### config.mk
export PLATFORM = sky130hd
export DESIGN_NAME = rtc_bus_arbiter
export DESIGN_NICKNAME = d
export VERILOG_FILES = /design/src/rtl/rtc_bus_arbiter.sv
export SDC_FILE = /design/constraint.sdc
export NUM_CORES = 1
export LEC_CHECK = 0
export CELL_PAD_IN_SITES_DETAIL_PLACEMENT = 0
export CELL_PAD_IN_SITES_GLOBAL_PLACEMENT = 1
export CORE_MARGIN = 2
export CORE_UTILIZATION = 38
export DETAILED_ROUTE_END_ITERATION = 7
export HOLD_SLACK_MARGIN = 0.15
export PLACE_DENSITY = 0.9
export SYNTH_ARGS = -nofsm -noshare
export SYNTH_HDL_FRONTEND = slang
export SYNTH_SLANG_ARGS = --single-unit
### constraint.sdc
create_clock -name clk -period 5.9 [get_ports clk]
set_input_delay 0.59 -clock clk [delete_from_list [all_inputs] [get_ports clk]]
set_output_delay 0.59 -clock clk [all_outputs]
set_load 0.005 [all_outputs]
### src/rtl/rtc_bus_arbiter.sv
// Round-robin arbiter sharing one multiplexed RTC address/data bus between a refresh reader (A) and a programming writer (B).
// Latency: grant in the request cycle g, done pulse at g+4+2*PHASE_CYC, back in IDLE at g+5+2*PHASE_CYC+GAP_CYC.
// Backpressure: a requester simply holds req until it sees gnt; nothing is queued, and req is ignored while busy.
module rtc_bus_arbiter #(
    parameter int PHASE_CYC = 4,   // strobe low time, 1..15
    parameter int GAP_CYC   = 2    // bus recovery time, 0..15
) (
    input  logic       clk,
    input  logic       reset,
    input  logic       req_a,
    input  logic       req_b,
    input  logic       we_a,
    input  logic       we_b,
    input  logic [7:0] addr_a,
    input  logic [7:0] addr_b,
    input  logic [7:0] wdata_a,
    input  logic [7:0] wdata_b,
    output logic       gnt_a,
    output logic       gnt_b,
    output logic       done_a,
    output logic       done_b,
    output logic [7:0] rdata,
    output logic       busy,
    output logic       ChipSelect,
    output logic       Read,
    output logic       Write,
    output logic       AoD,
    output logic [7:0] bus_out,
    output logic       bus_oe,
    input  logic [7:0] bus_in
);

    typedef enum logic [2:0] {
        IDLE  = 3'd0,
        A_SET = 3'd1,
        A_STB = 3'd2,
        A_HLD = 3'd3,
        D_SET = 3'd4,
        D_STB = 3'd5,
        D_HLD = 3'd6,
        GAP   = 3'd7
    } state_t;

    // Down-counter reload values; a strobe/gap phase ends when the counter reads zero.
    localparam logic [3:0] PH_LOAD  = 4'(PHASE_CYC - 1);
    localparam logic [3:0] GAP_LOAD = (GAP_CYC > 0) ? 4'(GAP_CYC - 1) : 4'd0;

    state_t     r_state;
    state_t     w_next;
    logic [3:0] r_cnt;
    logic [3:0] w_cnt_next;
    logic       w_grant_a;
    logic       w_grant_b;
    logic       w_grant;

    // Transaction captured at grant; later changes on the request ports are ignored.
    logic       r_sel_b;
    logic       r_we;
    logic [7:0] r_addr;
    logic [7:0] r_wdata;
    logic       r_prio_b;   // 1: B wins the next tie (A was served last)

    // Transaction fields as they will be after this edge (fresh capture on a grant).
    logic       w_we_cur;
    logic [7:0] w_addr_cur;
    logic [7:0] w_wdata_cur;

    // Registered bus-side outputs, decoded from the next state so they never glitch.
    logic       r_cs_n;
    logic       r_rd_n;
    logic       r_wr_n;
    logic       r_aod;
    logic       r_oe;
    logic [7:0] r_bus;
    logic       r_done_a;
    logic       r_done_b;
    logic       r_busy;
    logic [7:0] r_rdata;

    logic       w_cs_n;
    logic       w_rd_n;
    logic       w_wr_n;
    logic       w_aod;
    logic       w_oe;
    logic [7:0] w_bus;
    logic       w_done_a;
    logic       w_done_b;
    logic       w_rd_capture;

    // Next-state, phase counter and round-robin grant decision.
    always_comb begin
        w_next     = r_state;
        w_cnt_next = r_cnt;
        w_grant_a  = 1'b0;
        w_grant_b  = 1'b0;
        case (r_state)
            IDLE: begin
                if (req_a && (!req_b || !r_prio_b)) begin
                    w_grant_a = 1'b1;
                end else if (req_b) begin
                    w_grant_b = 1'b1;
                end
                if (req_a || req_b) begin
                    w_next = A_SET;
                end
            end
            A_SET: begin
                w_next     = A_STB;
                w_cnt_next = PH_LOAD;
            end
            A_STB: begin
                if (r_cnt == 4'd0) begin
                    w_next = A_HLD;
                end else begin
                    w_cnt_next = r_cnt - 4'd1;
                end
            end
            A_HLD: w_next = D_SET;
            D_SET: begin
                w_next     = D_STB;
                w_cnt_next = PH_LOAD;
            end
            D_STB: begin
                if (r_cnt == 4'd0) begin
                    w_next = D_HLD;
                end else begin
                    w_cnt_next = r_cnt - 4'd1;
                end
            end
            D_HLD: begin
                if (GAP_CYC == 0) begin
                    w_next = IDLE;
                end else begin
                    w_next     = GAP;
                    w_cnt_next = GAP_LOAD;
                end
            end
            GAP: begin
                if (r_cnt == 4'd0) begin
                    w_next = IDLE;
                end else begin
                    w_cnt_next = r_cnt - 4'd1;
                end
            end
            default: w_next = IDLE;
        endcase
    end

    assign w_grant      = w_grant_a | w_grant_b;
    assign w_we_cur     = w_grant ? (w_grant_a ? we_a    : we_b)    : r_we;
    assign w_addr_cur   = w_grant ? (w_grant_a ? addr_a  : addr_b)  : r_addr;
    assign w_wdata_cur  = w_grant ? (w_grant_a ? wdata_a : wdata_b) : r_wdata;
    assign w_rd_capture = (r_state == D_STB) && (r_cnt == 4'd0) && !r_we;

    // Decode the strobes and bus drive that belong to the state being entered.
    always_comb begin
        w_cs_n   = 1'b1;
        w_rd_n   = 1'b1;
        w_wr_n   = 1'b1;
        w_aod    = 1'b0;
        w_oe     = 1'b0;
        w_bus    = 8'h00;
        w_done_a = 1'b0;
        w_done_b = 1'b0;
        case (w_next)
            A_SET, A_HLD: begin
                w_cs_n = 1'b0;
                w_oe   = 1'b1;
                w_bus  = w_addr_cur;
            end
            A_STB: begin
                w_cs_n = 1'b0;
                w_wr_n = 1'b0;     // address latch strobe
                w_oe   = 1'b1;
                w_bus  = w_addr_cur;
            end
            D_SET, D_HLD: begin
                w_cs_n = 1'b0;
                w_aod  = 1'b1;
                if (w_we_cur) begin
                    w_oe  = 1'b1;
                    w_bus = w_wdata_cur;
                end
                if (w_next == D_HLD) begin
                    w_done_a = !r_sel_b;
                    w_done_b = r_sel_b;
                end
            end
            D_STB: begin
                w_cs_n = 1'b0;
                w_aod  = 1'b1;
                if (w_we_cur) begin
                    w_wr_n = 1'b0;
                    w_oe   = 1'b1;
                    w_bus  = w_wdata_cur;
                end else begin
                    w_rd_n = 1'b0;
                end
            end
            default: ;
        endcase
    end

    // State, counter, captured transaction and round-robin pointer.
    always_ff @(posedge clk or negedge reset) begin
        if (!reset) begin
            r_state  <= IDLE;
            r_cnt    <= 4'd0;
            r_sel_b  <= 1'b0;
            r_we     <= 1'b0;
            r_addr   <= 8'h00;
            r_wdata  <= 8'h00;
            r_prio_b <= 1'b0;
        end else begin
            r_state <= w_next;
            r_cnt   <= w_cnt_next;
            if (w_grant) begin
                r_sel_b  <= w_grant_b;
                r_we     <= w_we_cur;
                r_addr   <= w_addr_cur;
                r_wdata  <= w_wdata_cur;
                r_prio_b <= w_grant_a;
            end
        end
    end

    // Output registers; reset forces the RTC strobes inactive immediately.
    always_ff @(posedge clk or negedge reset) begin
        if (!reset) begin
            r_cs_n   <= 1'b1;
            r_rd_n   <= 1'b1;
            r_wr_n   <= 1'b1;
            r_aod    <= 1'b0;
            r_oe     <= 1'b0;
            r_bus    <= 8'h00;
            r_done_a <= 1'b0;
            r_done_b <= 1'b0;
            r_busy   <= 1'b0;
        end else begin
            r_cs_n   <= w_cs_n;
            r_rd_n   <= w_rd_n;
            r_wr_n   <= w_wr_n;
            r_aod    <= w_aod;
            r_oe     <= w_oe;
            r_bus    <= w_bus;
            r_done_a <= w_done_a;
            r_done_b <= w_done_b;
            r_busy   <= (w_next != IDLE);
        end
    end

    // Read data is sampled at the end of the last data strobe cycle and held.
    always_ff @(posedge clk or negedge reset) begin
        if (!reset) begin
            r_rdata <= 8'h00;
        end else if (w_rd_capture) begin
            r_rdata <= bus_in;
        end
    end

    // Grant is a same-cycle pulse; it is masked while reset is held low.
    assign gnt_a      = w_grant_a & reset;
    assign gnt_b      = w_grant_b & reset;
    assign busy       = r_busy | gnt_a | gnt_b;
    assign done_a     = r_done_a;
    assign done_b     = r_done_b;
    assign rdata      = r_rdata;
    assign ChipSelect = r_cs_n;
    assign Read       = r_rd_n;
    assign Write      = r_wr_n;
    assign AoD        = r_aod;
    assign bus_oe     = r_oe;
    assign bus_out    = r_bus;

endmodule

==> impl_metrics.env, run 1 <==
export IMPL_areaGrowthSynthToFinish_pct=37.3
export IMPL_synth_cells=219
export IMPL_grt_ovfl_total=0
export IMPL_hold_path_class="in -> async"
export IMPL_io_buffers=71
export IMPL_path_clk_slew_ns=0.09
export IMPL_dieArea_mm2=0.00671
export IMPL_diodes=0
export IMPL_chipWidth_um=81.9
export IMPL_cts_path_max_buffers=2
export IMPL_finClkSkew_ns=0.00660
export IMPL_outcome="finished, final reports clean"
export IMPL_drc=0
export IMPL_cts_tree="done"
export IMPL_clock_latency_ns=0.30
export IMPL_r2r_setup_slack_ns=2.93
export IMPL_p_per_area_mw_per_mm2=440
export IMPL_nFillCells=505
export IMPL_routed_wl_mm=5.14
export IMPL_timing_rr_end="Read"
export IMPL_leakage_nw=1.33
export IMPL_via_per_inst=5.18
export IMPL_fin_crit_sh_pct=50.3
export IMPL_gp_congestion=0.778
export IMPL_cts_resized=0
export IMPL_rows=28
export IMPL_cp_endpoint="Read"
export IMPL_worst_ep_required_time_ns=6.12
export IMPL_dr_pass1_iters=4
export IMPL_crit_path_max_fanout=25
export IMPL_cts_buffers=5
export IMPL_crit_path_end_kind="flop"
export IMPL_finalSetupViolCount=0
export IMPL_tns_ns=0
export IMPL_path_class="reg -> reg"
export IMPL_crit_path_start_kind="flop"
export IMPL_ir_worst_vdd_uv=181
export IMPL_grt_usage_pct=16.2
export IMPL_reg2regPathDepth=4
export IMPL_cts_root_buffer="clkbuf_8"
export IMPL_antenna_found_initial=0
export IMPL_synth_seq_area_share_pct=54.4
export IMPL_syn_nets=267
export IMPL_layout_nets=333
export IMPL_numPlacedInstances=353
export IMPL_grt_pass1_vias=1752
export IMPL_fin_crit_ns=2.97
export IMPL_crit_start="r_state[1]"
export IMPL_postRouteAntennaNets=0
export IMPL_initial_core_util_pct=39.2
export IMPL_rsz0062_at_grt="no"
export IMPL_clkSinkCount=50
export IMPL_worst_r2r_startpoint="r_state[1]"
export IMPL_grt_pass1_wl_mm=8.22
export IMPL_die_h_um=81.9
export IMPL_io_pin_count=72
export IMPL_cts_hold_buffers=0
export IMPL_htreeDepth=2
export IMPL_maxSlewHeadroom_pct=36.9
export IMPL_worst_slew_pin_slew_ns=0.946
export IMPL_grt_max_degree=52
export IMPL_syn_cell_area_mm2=0.00231
export IMPL_vias=1869
export IMPL_yosys_warnings=0
export IMPL_synth_seq_cells=50
export IMPL_maxSlewViolCount=0
export IMPL_maxCapViolCount=0
export IMPL_final_cells=361
export IMPL_place_hpwl_mm=3.67
export IMPL_fp_coreArea_mm2=0.00589
export IMPL_drtIter0Drc=185
export IMPL_yosys_cell_types_count=42
export IMPL_arrival_ns=3.19
export IMPL_hold_violations=0
export IMPL_synth_area_per_cell_um2=10.5
export IMPL_drive_gt1_share_pct=11.2
export IMPL_routedWlPerCell_um=14.2
export IMPL_cts_setup_buffers=0
export IMPL_fmax_mhz=337
[critical path, cell delays in order, from the launching register on]
cell and delay [ns]:
dfrtp_1 0.62, or3_1 0.60, nor2_2 0.79, mux2_2 0.43
or3b_2 0.44
[cell families (layout without fill, tap and decap cells)]
group	Yosys count	count (layout)	share of synthesized area, %
compound gates	69	69	20.1
xor+xnor	2	2	0.759
fa+ha+maj	2	2	1.08
buf+inv	20	87	3.52
flops	50	50	54.4
mux	14	14	6.83
simple gates	62	62	13.3
[state kept, by name, indices dropped and copies added (netlist names)]
name / flops
Write: 1
ChipSelect: 1
bus_oe: 1
r_state: 3
done_a: 1
r_cnt: 4
r_we: 1
done_b: 1
r_sel_b: 1
r_prio_b: 1
bus_out: 8
Read: 1
r_wdata: 8
AoD: 1
r_addr: 8
r_busy: 1
rdata: 8
[power by group]
group	total [W]	internal, W	switching [W]
sequential	0.000609	0.000495	0.000114
clock	0.000232	0.000127	0.000105
combinational	0.000554	0.000320	0.000234
total	0.00139	0.000941	0.000453
[layout by cell type (no fill, tap or decap), types with 2 or more instances in the layout]
cell type and count:
clkbuf_8 5, dfstp_2 3, a2bb2oi_1 8, inv_1 6, dfrtp_1 47, a22o_1 9
o21ai_0 12, buf_4 2, nor2_1 16, clkdlybuf4s50_1 70, and2_1 3, a21boi_1 2
a32oi_1 2, nor3_1 4, o31ai_1 2, a21oi_1 16, nand2_1 26, a31oi_1 10
clkbuf_1 2, nand2b_1 2, ha_1 2, mux2_2 14, a22oi_1 2
[area by class of cell]
type                       count  area [um2]  share of cell area [%]
sequential                    50        1250                    39.6
multi-input combinational    149         972                    30.7
timing repair buffer          73         721                    22.7
tap                           75        93.8                    2.96
clock buffer                   7        76.3                    2.41
clock inverter                 1        30.0                   0.947
inverter                       6        22.5                   0.710
[worst min-delay path by stage]
stage | from | endpoint | slack [ns]
6_report | reset | bus_oe | 0.37
5_1_grt | reset | bus_out[1] | 0.43
4_1_cts | reset | bus_oe | 0.41
3_5_place_dp | r_wdata[3] | bus_out[3] | 0.49
3_3_place_gp | r_wdata[6] | bus_out[6] | 0.48
2_1_floorplan | reset | AoD | 0.29
[per-layer routing]
metal	part of all wire [%]	track usage (%)
met1	47	23.4
met3	5.3	3.52
met4	1.6	5.33
met5	0	0
met2	46	24.1
[Yosys cell counts (all sizes together)]
cell	number	area share [%]
a22oi	2	0.65
o21a	1	0.33
ha	2	1.1
a31oi	10	2.7
dfstp	3	3.4
inv	6	0.98
a21oi	16	3.5
xor2	1	0.38
nand2b	2	0.54
a311oi	1	0.38
a21bo	1	0.43
nor3	4	0.87
nand2	26	4.2
dfrtp	47	51
nor3b	1	0.33
mux2	14	6.8
nor2	18	3.7
o211ai	1	0.33
o21bai	1	0.33
a22o	9	3.4
or3b	2	0.76
o31ai	2	0.65
buf	5	1.0
nor2b	1	0.27
or3	2	0.76
a21boi	2	0.65
o21ai	12	2.6
a2111oi	1	0.38
nand4b	1	0.38
clkbuf	9	1.5
xnor2	1	0.38
a2bb2oi	8	3.0
a32oi	2	0.76
nor4b	1	0.38
and2	3	0.81
or2	1	0.27
[per-stage QoR]
step	util [%]	hold WS [ns]	setup WS [ns]	total power (W)	area [um2]
final	53.9	0.375	2.93	0.00139	3170
after global routing	53.9	0.434	2.70	0.00150	3170
after CTS	53.9	0.405	2.94	0.00140	3170
after detailed placement	52.1	0.490	2.87	0.00117	3060
after global placement	52.1	0.478	2.94	0.00115	3060
after floorplan	-	0.294	3.62	0.000940	2310
(Power assumes the default switching activity.)
==> run 2, diff against run 1 <==
Settings changed: CORE_UTILIZATION 38 to 35, PLACE_DENSITY 0.9 to 0.84.
Clock period 5.9 ns to 3.03 ns, I/O delays scaled along.
==> impl_metrics.env, run 2 (same netlist as run 1, synthesis figures left out) <==
export IMPL_maxCapViolCount=0
export IMPL_finalSetupViolCount=0
export IMPL_layout_cells_most_common_list="70 x clkdlybuf4s50_1, 47 x dfrtp_1, 26 x nand2_1, 16 x a21oi_1, 16 x nor2_1"
export IMPL_leakage_nw=1.33
export IMPL_p_per_area_mw_per_mm2=838
export IMPL_cts_tree="done"
export IMPL_grt_util_met1_pct=22.7
export IMPL_reg2regPathDepth=6
export IMPL_grt_pass1_vias=1871
export IMPL_cts_setup_buffers=0
export IMPL_cpMaxStageDelayCell="dfrtp_1"
export IMPL_crit_chain="nor3_1 -> nand2_1 -> o21bai_1 -> clkdlybuf4s50_1"
export IMPL_arrival_ns=2.08
export IMPL_finClkSkew_ns=0.00993
export IMPL_drc=0
export IMPL_clock_latency_ns=0.29
export IMPL_worst_r2r_startpoint="r_cnt[0]"
export IMPL_layout_nets=336
export IMPL_whs_ns=0.139
export IMPL_grt_ovfl_total=0
export IMPL_hold_violations=0
export IMPL_seqCellArea_mm2=0.00125
export IMPL_cts_buffers=5
export IMPL_areaGrowthSynthToFinish_pct=37.3
export IMPL_cts_path_max_buffers=2
export IMPL_fmax_mhz=420
export IMPL_top_usage_layer="met2"
export IMPL_hold_path_class="in -> async"
export IMPL_use_met2_pct=25.6
export IMPL_io_buffers=71
export IMPL_ir_worst_vdd_uv=418
export IMPL_initial_core_util_pct=36.4
export IMPL_nFillCells=578
export IMPL_path_buf_inv=1
export IMPL_path_class="reg -> out"
export IMPL_crit_path_start_kind="flop"
export IMPL_crit_family="flip-flops"
export IMPL_setup_slack_ns=0.649
export IMPL_rows=29
export IMPL_fin_crit_sh_pct=78.6
export IMPL_worst_slew_pin_slew_ns=0.977
export IMPL_htreeDepth=2
export IMPL_grt_use_met3_pct=3.31
export IMPL_clkSinkCount=50
export IMPL_grt_pass1_wl_mm=9.24
export IMPL_r2r_setup_slack_ns=0.65
export IMPL_dp_slack_ns=0.657
export IMPL_postRouteAntennaNets=0
export IMPL_timing_rr_end="rdata[5]"
export IMPL_final_common_cell="clkdlybuf4s50_1"
export IMPL_dr_pass1_iters=4
export IMPL_rsz0062_at_grt="no"
export IMPL_crit_path_end_kind="output pin"
export IMPL_gp_congestion=0.783
export IMPL_antenna_found_initial=0
export IMPL_grt_usage_pct=16.0
export IMPL_fin_crit_ns=2.38
export IMPL_io_pin_count=72
export IMPL_tns_ns=0
export IMPL_worst_ep_required_time_ns=2.73
export IMPL_outcome="finished, final reports clean"
export IMPL_cts_hold_buffers=0
export IMPL_maxSlewHeadroom_pct=34.8
export IMPL_cts_resized=0
export IMPL_via_per_inst=5.09
export IMPL_drive_gt1_share_pct=12.2
export IMPL_drtIter0Drc=133
export IMPL_path_clk_slew_ns=0.09
export IMPL_fp_coreArea_mm2=0.00635
export IMPL_fin_util_pct=49.9
export IMPL_die_h_um=85.2
export IMPL_routed_wl_mm=5.61
export IMPL_chipWidth_um=85.2
export IMPL_grt_max_degree=51
export IMPL_cts_root_buffer="clkbuf_8"
export IMPL_stdcell_area_mm2=0.00317
export IMPL_diodes=0
export IMPL_routedWlPerCell_um=15.4
export IMPL_maxSlewViolCount=0
export IMPL_place_area_mm2=0.00309
export IMPL_vias=1858
export IMPL_dieArea_mm2=0.00726
export IMPL_cpPeakStageDelay_ns=0.55
export IMPL_crit_path_max_fanout=17
export IMPL_multi_input_area_um2=972
export IMPL_place_hpwl_mm=4.02
[run 2: changes by cell type in the layout (fill, tap and decap cells not counted)]
cell and delta:
clkinvlp_4 +1, bufinv_16 -1, clkbuf_1 -1, buf_4 +3
[run 2: final cells by class]
cell class / instances / share of cell area (%)
Sequential cell: 50 / 39.6
Multi-Input combinational cell: 149 / 30.7
Timing Repair Buffer: 76 / 23.5
Tap cell: 77 / 3.04
Clock buffer: 6 / 2.29
Inverter: 6 / 0.711
Clock inverter: 1 / 0.237
[run 2: metrics by stage]
| stage | total power, W | cells |
|---|---|---|
| final | 0.00266 | 365 |
| after CTS | 0.00268 | 365 |
| after global routing | 0.00286 | 365 |
| after global placement | 0.00228 | 358 |
| after detailed placement | 0.00231 | 358 |
| after floorplan | 0.00183 | 219 |
[run 2: worst max-delay path by stage]
stage / start / to / depth (start not counted)
2_1_floorplan: r_cnt[0] / rdata[0] / 7
3_3_place_gp: r_cnt[0] / rdata[2] / 6
3_5_place_dp: r_cnt[0] / rdata[5] / 6
4_1_cts: r_state[2] / busy / 4
5_1_grt: r_state[2] / busy / 4
6_report: r_state[2] / busy / 4
[run 2: where the power goes]
part	switching (W)	internal (W)	leakage (nW)
Sequential	0.000203	0.000963	0.595
Combinational	0.000484	0.000638	0.699
Clock	0.000209	0.000159	0.0373
[run 2: layer usage]
metal / routed length, um / share of wire, %
met1: 2720 / 49
met2: 2600 / 46
met3: 248 / 4.4
met4: 31 / 0.55
met5: 0 / 0
